===== config.mk =====
export PLATFORM = sky130hd
export DESIGN_NAME = cmd_event_fifo
export DESIGN_NICKNAME = d
export VERILOG_FILES = /design/src/rtl/cmd_event_fifo.sv
export SDC_FILE = /design/constraint.sdc
export NUM_CORES = 1
export LEC_CHECK = 0
export BUFFER_PORTS_ARGS = -buffer_cell sky130_fd_sc_hd__buf_4
export CAP_MARGIN = 20
export CELL_PAD_IN_SITES_DETAIL_PLACEMENT = 2
export CELL_PAD_IN_SITES_GLOBAL_PLACEMENT = 2
export CORE_AREA = 10 10 238 149
export DETAILED_ROUTE_END_ITERATION = 6
export DIE_AREA = 0 0 248 159
export PLACE_DENSITY = 0.61
export SYNTH_ARGS = -nofsm -noshare
export SYNTH_HDL_FRONTEND = slang
export SYNTH_SLANG_ARGS = --single-unit

===== constraint.sdc =====
create_clock -name clk -period 3.7 [get_ports clk]
set_clock_uncertainty 0.2 [all_clocks]
set_input_delay 0.74 -clock clk [delete_from_list [all_inputs] [get_ports clk]]
set_output_delay 0.74 -clock clk [all_outputs]
set_load 0.02 [all_outputs]

===== src/rtl/cmd_event_fifo.sv =====
// cmd_event_fifo: records one event per changed filtered command into a small FIFO.
// Each change is latched in a pending vector, granted lowest index first, and pushed
// as {index, level, timestamp}. Queued events are presented on a valid/ready port.
// Pending bits survive a full FIFO, so no change is lost. A second change that
// arrives before its first change was queued merges with it and raises the sticky
// ovf flag.
module cmd_event_fifo #(
   parameter  int NUM_SIGNALS = 16,
   parameter  int DEPTH       = 8,
   parameter  int TS_WIDTH    = 16,
   localparam int IDX_WIDTH   = $clog2(NUM_SIGNALS),
   localparam int CNT_WIDTH   = $clog2(DEPTH) + 1
) (
   input  logic                   clk,
   input  logic                   aclr,
   input  logic [NUM_SIGNALS-1:0] in,
   input  logic                   rd_ready,
   input  logic                   ovf_clr,
   output logic                   rd_valid,
   output logic [IDX_WIDTH-1:0]   ev_index,
   output logic                   ev_level,
   output logic [TS_WIDTH-1:0]    ev_ts,
   output logic [CNT_WIDTH-1:0]   count,
   output logic                   ovf
);

   localparam int PTR_W = $clog2(DEPTH);

   typedef struct packed {
      logic [IDX_WIDTH-1:0] idx;
      logic                 level;
      logic [TS_WIDTH-1:0]  ts;
   } event_t;

   logic [NUM_SIGNALS-1:0] prev_q;
   logic [NUM_SIGNALS-1:0] pending_q, pending_d;
   logic [NUM_SIGNALS-1:0] change;
   logic [NUM_SIGNALS-1:0] grant_mask;
   logic [IDX_WIDTH-1:0]   grant_idx;
   logic                   grant_any;
   logic                   push, pop;
   logic [TS_WIDTH-1:0]    ts_q;
   event_t                 mem_q [DEPTH];
   event_t                 wr_ev;
   logic [PTR_W-1:0]       wr_ptr_q, rd_ptr_q;
   logic [CNT_WIDTH-1:0]   count_q, count_d;
   logic                   ovf_q, ovf_d;
   logic                   ovf_set;

   // Change detect against the level captured at the previous edge.
   assign change = in ^ prev_q;

   // Fixed-priority pick of the lowest pending index; scanning downward lets the
   // last hit (the lowest set bit) win.
   always_comb begin
      grant_idx = '0;
      grant_any = 1'b0;
      for (int i = NUM_SIGNALS - 1; i >= 0; i--) begin
         if (pending_q[i]) begin
            grant_idx = IDX_WIDTH'(i);
            grant_any = 1'b1;
         end
      end
   end

   // A full FIFO blocks the grant even when the head is popped this cycle, so the
   // push decision depends on registered count only.
   assign push       = grant_any && (count_q < CNT_WIDTH'(DEPTH));
   assign pop        = (count_q != '0) && rd_ready;
   assign grant_mask = push ? (NUM_SIGNALS'(1) << grant_idx) : '0;

   // The level pushed is what the command was at the previous edge, i.e. the most
   // recent level the pending bit stands for.
   always_comb begin
      wr_ev       = '0;
      wr_ev.idx   = grant_idx;
      wr_ev.level = prev_q[grant_idx];
      wr_ev.ts    = ts_q;
   end

   // Next-state for pending, occupancy and the sticky overflow flag. A change on the
   // bit being granted just re-arms it and is not an overflow.
   always_comb begin
      pending_d = (pending_q & ~grant_mask) | change;
      count_d   = count_q + CNT_WIDTH'(push) - CNT_WIDTH'(pop);
      ovf_set   = |(change & pending_q & ~grant_mask);
      ovf_d     = ovf_q;
      if (ovf_clr) ovf_d = 1'b0;
      if (ovf_set) ovf_d = 1'b1;
   end

   // Change tracking, timestamp and flag state.
   always_ff @(posedge clk or posedge aclr) begin
      if (aclr) begin
         prev_q    <= '0;
         pending_q <= '0;
         ts_q      <= '0;
         ovf_q     <= 1'b0;
      end else begin
         prev_q    <= in;
         pending_q <= pending_d;
         ts_q      <= ts_q + TS_WIDTH'(1);
         ovf_q     <= ovf_d;
      end
   end

   // FIFO pointers and occupancy; pointers wrap naturally since DEPTH is a power of 2.
   always_ff @(posedge clk or posedge aclr) begin
      if (aclr) begin
         wr_ptr_q <= '0;
         rd_ptr_q <= '0;
         count_q  <= '0;
      end else begin
         if (push) wr_ptr_q <= wr_ptr_q + PTR_W'(1);
         if (pop)  rd_ptr_q <= rd_ptr_q + PTR_W'(1);
         count_q <= count_d;
      end
   end

   // Event storage; contents need no reset because validity comes from count.
   always_ff @(posedge clk) begin
      if (push) mem_q[wr_ptr_q] <= wr_ev;
   end

   assign rd_valid = (count_q != '0);
   assign ev_index = mem_q[rd_ptr_q].idx;
   assign ev_level = mem_q[rd_ptr_q].level;
   assign ev_ts    = mem_q[rd_ptr_q].ts;
   assign count    = count_q;
   assign ovf      = ovf_q;

endmodule


==> After elaboration in Yosys (flattened, before gate mapping) <==
Memories as Yosys holds them, arrays and structs flattened.
Cells that the tools add are included.
{ "op_classes": {"addsub": 5, "magnitude_cmp": 2, "shift": 1, "mux": 39, "bitwise_logic": 6, "n_reduce_logical": 5} }
{ "op_table": {"columns": ["op", "n"], "rows": [
  ["$mux W4", 16],
  ["$and A16 B16 Y16", 3],
  ["$mux W1", 21],
  ["$add A16 B1 Y16 const B", 1],
  ["$mux W16", 1],
  ["$not A16 Y16", 1],
  ["$or A16 B16 Y16", 1],
  ["$reduce_or A16 Y1", 1],
  ["$shl A1 B4 Y16 const A", 1],
  ["$xor A16 B16 Y16", 1],
  ["$add A3 B1 Y3 const B", 2],
  ["$lt A4 B5 Y1 const B", 1],
  ["$add A4 B1 Y4", 1],
  ["$bmux W1 S4", 1],
  ["$lt A4 B4 Y1 const B", 1],
  ["$reduce_bool A4 Y1", 1],
  ["$sub A4 B1 Y4", 1],
  ["$logic_and A1 B1 Y1", 2],
  ["$reduce_bool A2 Y1", 1]
]} }
{ "word_totals": {"ff_bits": 59, "ram_bits": 168, "inputBits": 20, "mem_count": 1} }
{ "mem_list": {"columns": ["name", "depth", "word_bits", "rd", "rd_ports_with_merged_regs", "wr", "line_no", "text"], "rows": [
  ["mem_q", 8, 21, 1, 0, 1, "43", "event_t mem_q [DEPTH];"]
]} }

==> Longest topological paths before layout <==
{ "logic_depth": {"word_depth": 22, "ltp_mapped": 12, "depth_no_buf": 11} }

==> Worst setup path before layout <==
Ideal clock, no wire load.
{ "synth_path": {"path_kind": "register to register", "start": "register pending_q[5]", "end": "memory mem_q[1][0] (netlist bit), enable pin", "setup_ns": 0.425, "t_arrival_ns": 2.796, "t_required_ns": 3.075, "setup_slack_ns": 0.278, "stages_incl_launch_ff": 7, "n_path_buf": 1, "period_less_slack_ns": 3.422, "path_cell_list": "dfrtp_1 or4_1 clkbuf_1 nor2_1 a21oi_1 nand2_1 nor3_1"} }
{ "synth_between": {"elab_chain_len": 9} }
{ "synth_lines": {"columns": ["element", "line_no", "text"], "rows": [
  ["start, declared", "36", "logic [NUM_SIGNALS-1:0] pending_q, pending_d;"],
  ["start signal, assigned", "101", "pending_q <= pending_d;"],
  ["$mux W1 (6 in series)", "59", "if (pending_q[i]) begin"],
  ["$logic_and A1 B1 Y1", "68", "assign push = grant_any && (count_q < CNT_WIDTH'(DEPTH));"],
  ["$mux W1", "122", "if (push) mem_q[wr_ptr_q] <= wr_ev;"],
  ["$mux W1 (not written as such)", "122", null],
  ["end, declared", "43", null]
]} }
Every way passes these cells.

==> Final worst setup path <==
{ "layout_path": {"start": "register rd_ptr_q[0]", "end": "output port ev_ts[0]"} }
{ "layout_between": {"elab_chain_len": 1} }
{ "layout_lines": {"columns": ["element", "line_no", "text"], "rows": [
  ["start, declared", "45", "logic [PTR_W-1:0] wr_ptr_q, rd_ptr_q;"],
  ["start signal, assigned", "115", "if (pop) rd_ptr_q <= rd_ptr_q + PTR_W'(1);"],
  ["$mem_v2 Z8 W21", null, null],
  ["end, declared", "22", "output logic [TS_WIDTH-1:0] ev_ts,"]
]} }
Every way passes these cells.

==> run metrics <==
P per Cell Area=750 nW/um^2; Power Internal=about 5.7 mW; largest net degree at the start of global routing=60; Max-slew headroom=44.3%; Post-Synth Simple-Gate Area=6.13%; gr ovfl total=0; fin area=11100 um^2; average cell area after synthesis=~17 um^2; Routed WL=24400 um; post-synthesis xor/xnor area fraction=3.41%; Placement Rows=50; DR DRC count=0; CTS resizes=0; Synth top area share=a little over half; startpoint types=flip-flop; CTS tree=built; Slew @ Worst Pin=0.835 ns; Compound-Gate Fraction of Synth Area=3.79%; Synth area leaders=edfxtp_1 (55%), dfrtp_1 (16%), mux4_2 (10%); Worst Path Max Fanout=17; Comb power frac=30.4%; Max-Cap Viols=0; Num CTS Buffers=25; die area=between 30000 and 40000 um^2; RSZ-0062 raised after global routing=no; Hold Path Class=in2reg; area of the multi-input gates=2590 um^2; CTS Hold Buffers Added=0; FFs w/ async S/R, synth=between 20 and 30%; commonest non-fill, non-tap cell in the layout=edfxtp_1; Ant. Diodes=0; Post-Syn Area=9240 um^2; Post-synth EDFFs=168; cell taking the most area after synthesis=edfxtp_1; status=finished, final reports clean; Core Box Area=31000 um^2; Peak supply drop=0.315 mV; post-route minimum period=3.45 ns; gpl congestion=0.885; Clk pwr share=28.9%; Die Width=~250 um; Worst-Skew Late Latency=0.52 ns; GRT Overall Usage=12.5%; Cell Area, Placed=10300 um^2; Syn. warnings=0; adder-cell share of the synthesized area=1.30%; Sequential Area=6520 um^2; post-synth cell types=52; layout cell share with drive strength beyond 1=29.5%; Post-CTS Setup Inserts=0; htree depth=1; largest family of logic cells by synthesized area=multiplexers; final net count=652; clock root cell=clkbuf_16; wire per inst=~23 um; drt initial violations=roughly 370; Layout Utilization=between 30 and 40%; Ports=47; crit end category=output port; post-detail-place hpwl=16300 um; worst hold margin=0.138 ns; switching part of the total power=31.5%; Lkg Pwr=4.03 nW; commonest non-fill, non-tap cells in the layout=edfxtp_1 (168), buf_4 (65), dfrtp_1 (57), nand2_1 (45), mux4_2 (42); Final ANT Viol Nets=0; post-synthesis sequential area ratio=70.6%; syn_nets=~570; vias in the first global route=5681; Tot Pwr=between 8 and 9 mW; Max Fclk=about 290 MHz; Net Sw Power=2.61 mW; number of port buffers=46; DR vias=5105; setup TNS=0 ns; clk sinks=about 230; DR pass1 iterations=4; DIE HEIGHT=159 um; Seq pwr share=40.6%; Via density=4.83; # setup viols final=0; initial antenna violation count=0; Post-synth top flop=edfxtp_1; Initial Utilization=29.8%; Final Hold Fails=0; Slew Limit Fails=0; Area growth syn-to-layout=19.8%; Data arrival, critical path=2.51 ns; Required @ worst endpoint=approximately 2.8 ns; CTS Buffer Depth=3; # fillers=3055; Setup CP Type=reg2out; first-pass GRT wire length=about 37000 um; Reg clk slew, reported paths=0.06 ns; fin crit share=93.1%; Seq cells post-synth=227; Gate Count Post-Synth=543; mux cell area share after synthesis=13.1%
==> flip-flops by register name, indices dropped and copies added (netlist names) <==
name / flops
pending_q: 16
prev_q: 16
rd_ptr_q: 3
ts_q: 16
wr_ptr_q: 3
mem_q: 168
ovf: 1
count: 4
==> final cells by class <==
| class | instances | share of cell area [%] |
|---|---|---|
| timing repair buffer | 69 | 5.13 |
| sequential | 227 | 58.9 |
| clock inverter | 13 | 1.06 |
| tap | 416 | 4.70 |
| multi-input combinational | 278 | 23.4 |
| clock buffer | 32 | 5.98 |
| inverter | 22 | 0.746 |
==> metal layers <==
metal  vias to the layer above  part of all wire [%]  track usage [%]
li1                       2248                     -                -
met1                      2736                    50             18.3
met5                         -                     0                0
met2                        88                    45             18.7
met4                         0                   1.9             2.79
met3                        33                   3.5             2.21
==> critical path, stage by stage (launching register included) <==
cell     delay [ns]
dfrtp_2        0.70
buf_12         0.26
mux4_2         0.57
mux2_2         0.29
buf_4          0.16
==> cells in the mapped netlist (8+ instances only) <==
cell type	n
a21oi_1	9
inv_1	20
edfxtp_1	168
mux4_2	42
ha_1	8
nand2b_1	8
clkbuf_1	8
xnor2_1	29
nor2_1	24
nand2_1	45
mux2_2	23
dfrtp_1	59
o21ai_0	13
==> metrics by stage <==
step	cells	setup WS (ns)
final	1057	0.254
after global placement	1012	0.539
after detailed placement	1012	0.468
after floorplan	543	0.278
after CTS	1057	0.163
after global routing	1057	0.0967
==> path summary, 6_finish.rpt <==
check                           cells after the start            end           from  slack (ns)
worst max register to register                      7            ovf  pending_q[14]        0.33
worst max-delay path                                4       ev_ts[0]    rd_ptr_q[0]        0.25
max in group asynchronous                           3    rd_ptr_q[1]           aclr        2.43
worst min register to register                      1    wr_ptr_q[0]    wr_ptr_q[0]        0.33
min in group asynchronous                           3  pending_q[12]           aclr        0.27
worst min-delay path                                1     prev_q[10]         in[10]        0.14
==> power by group through the flow <==
stage	combinational [mW]	clock (mW)	sequential, mW
final	2.53	2.40	3.37
after global routing	2.76	2.58	3.42
after CTS	2.62	2.48	3.39
after detailed placement	2.60	0	3.43
after global placement	2.53	0	3.40
after floorplan	1.61	0	3.30
==> logic make-up after synthesis <==
logic type	count (synthesis)
flip-flops	227
buffers and inverters	38
multiplexers	66
AND/OR/NAND/NOR	116
XOR/XNOR	36
adder cells (fa/ha/maj)	9
AO/OA/AOI/OAI	51
Note: power is estimated with default switching activity, not from simulation.
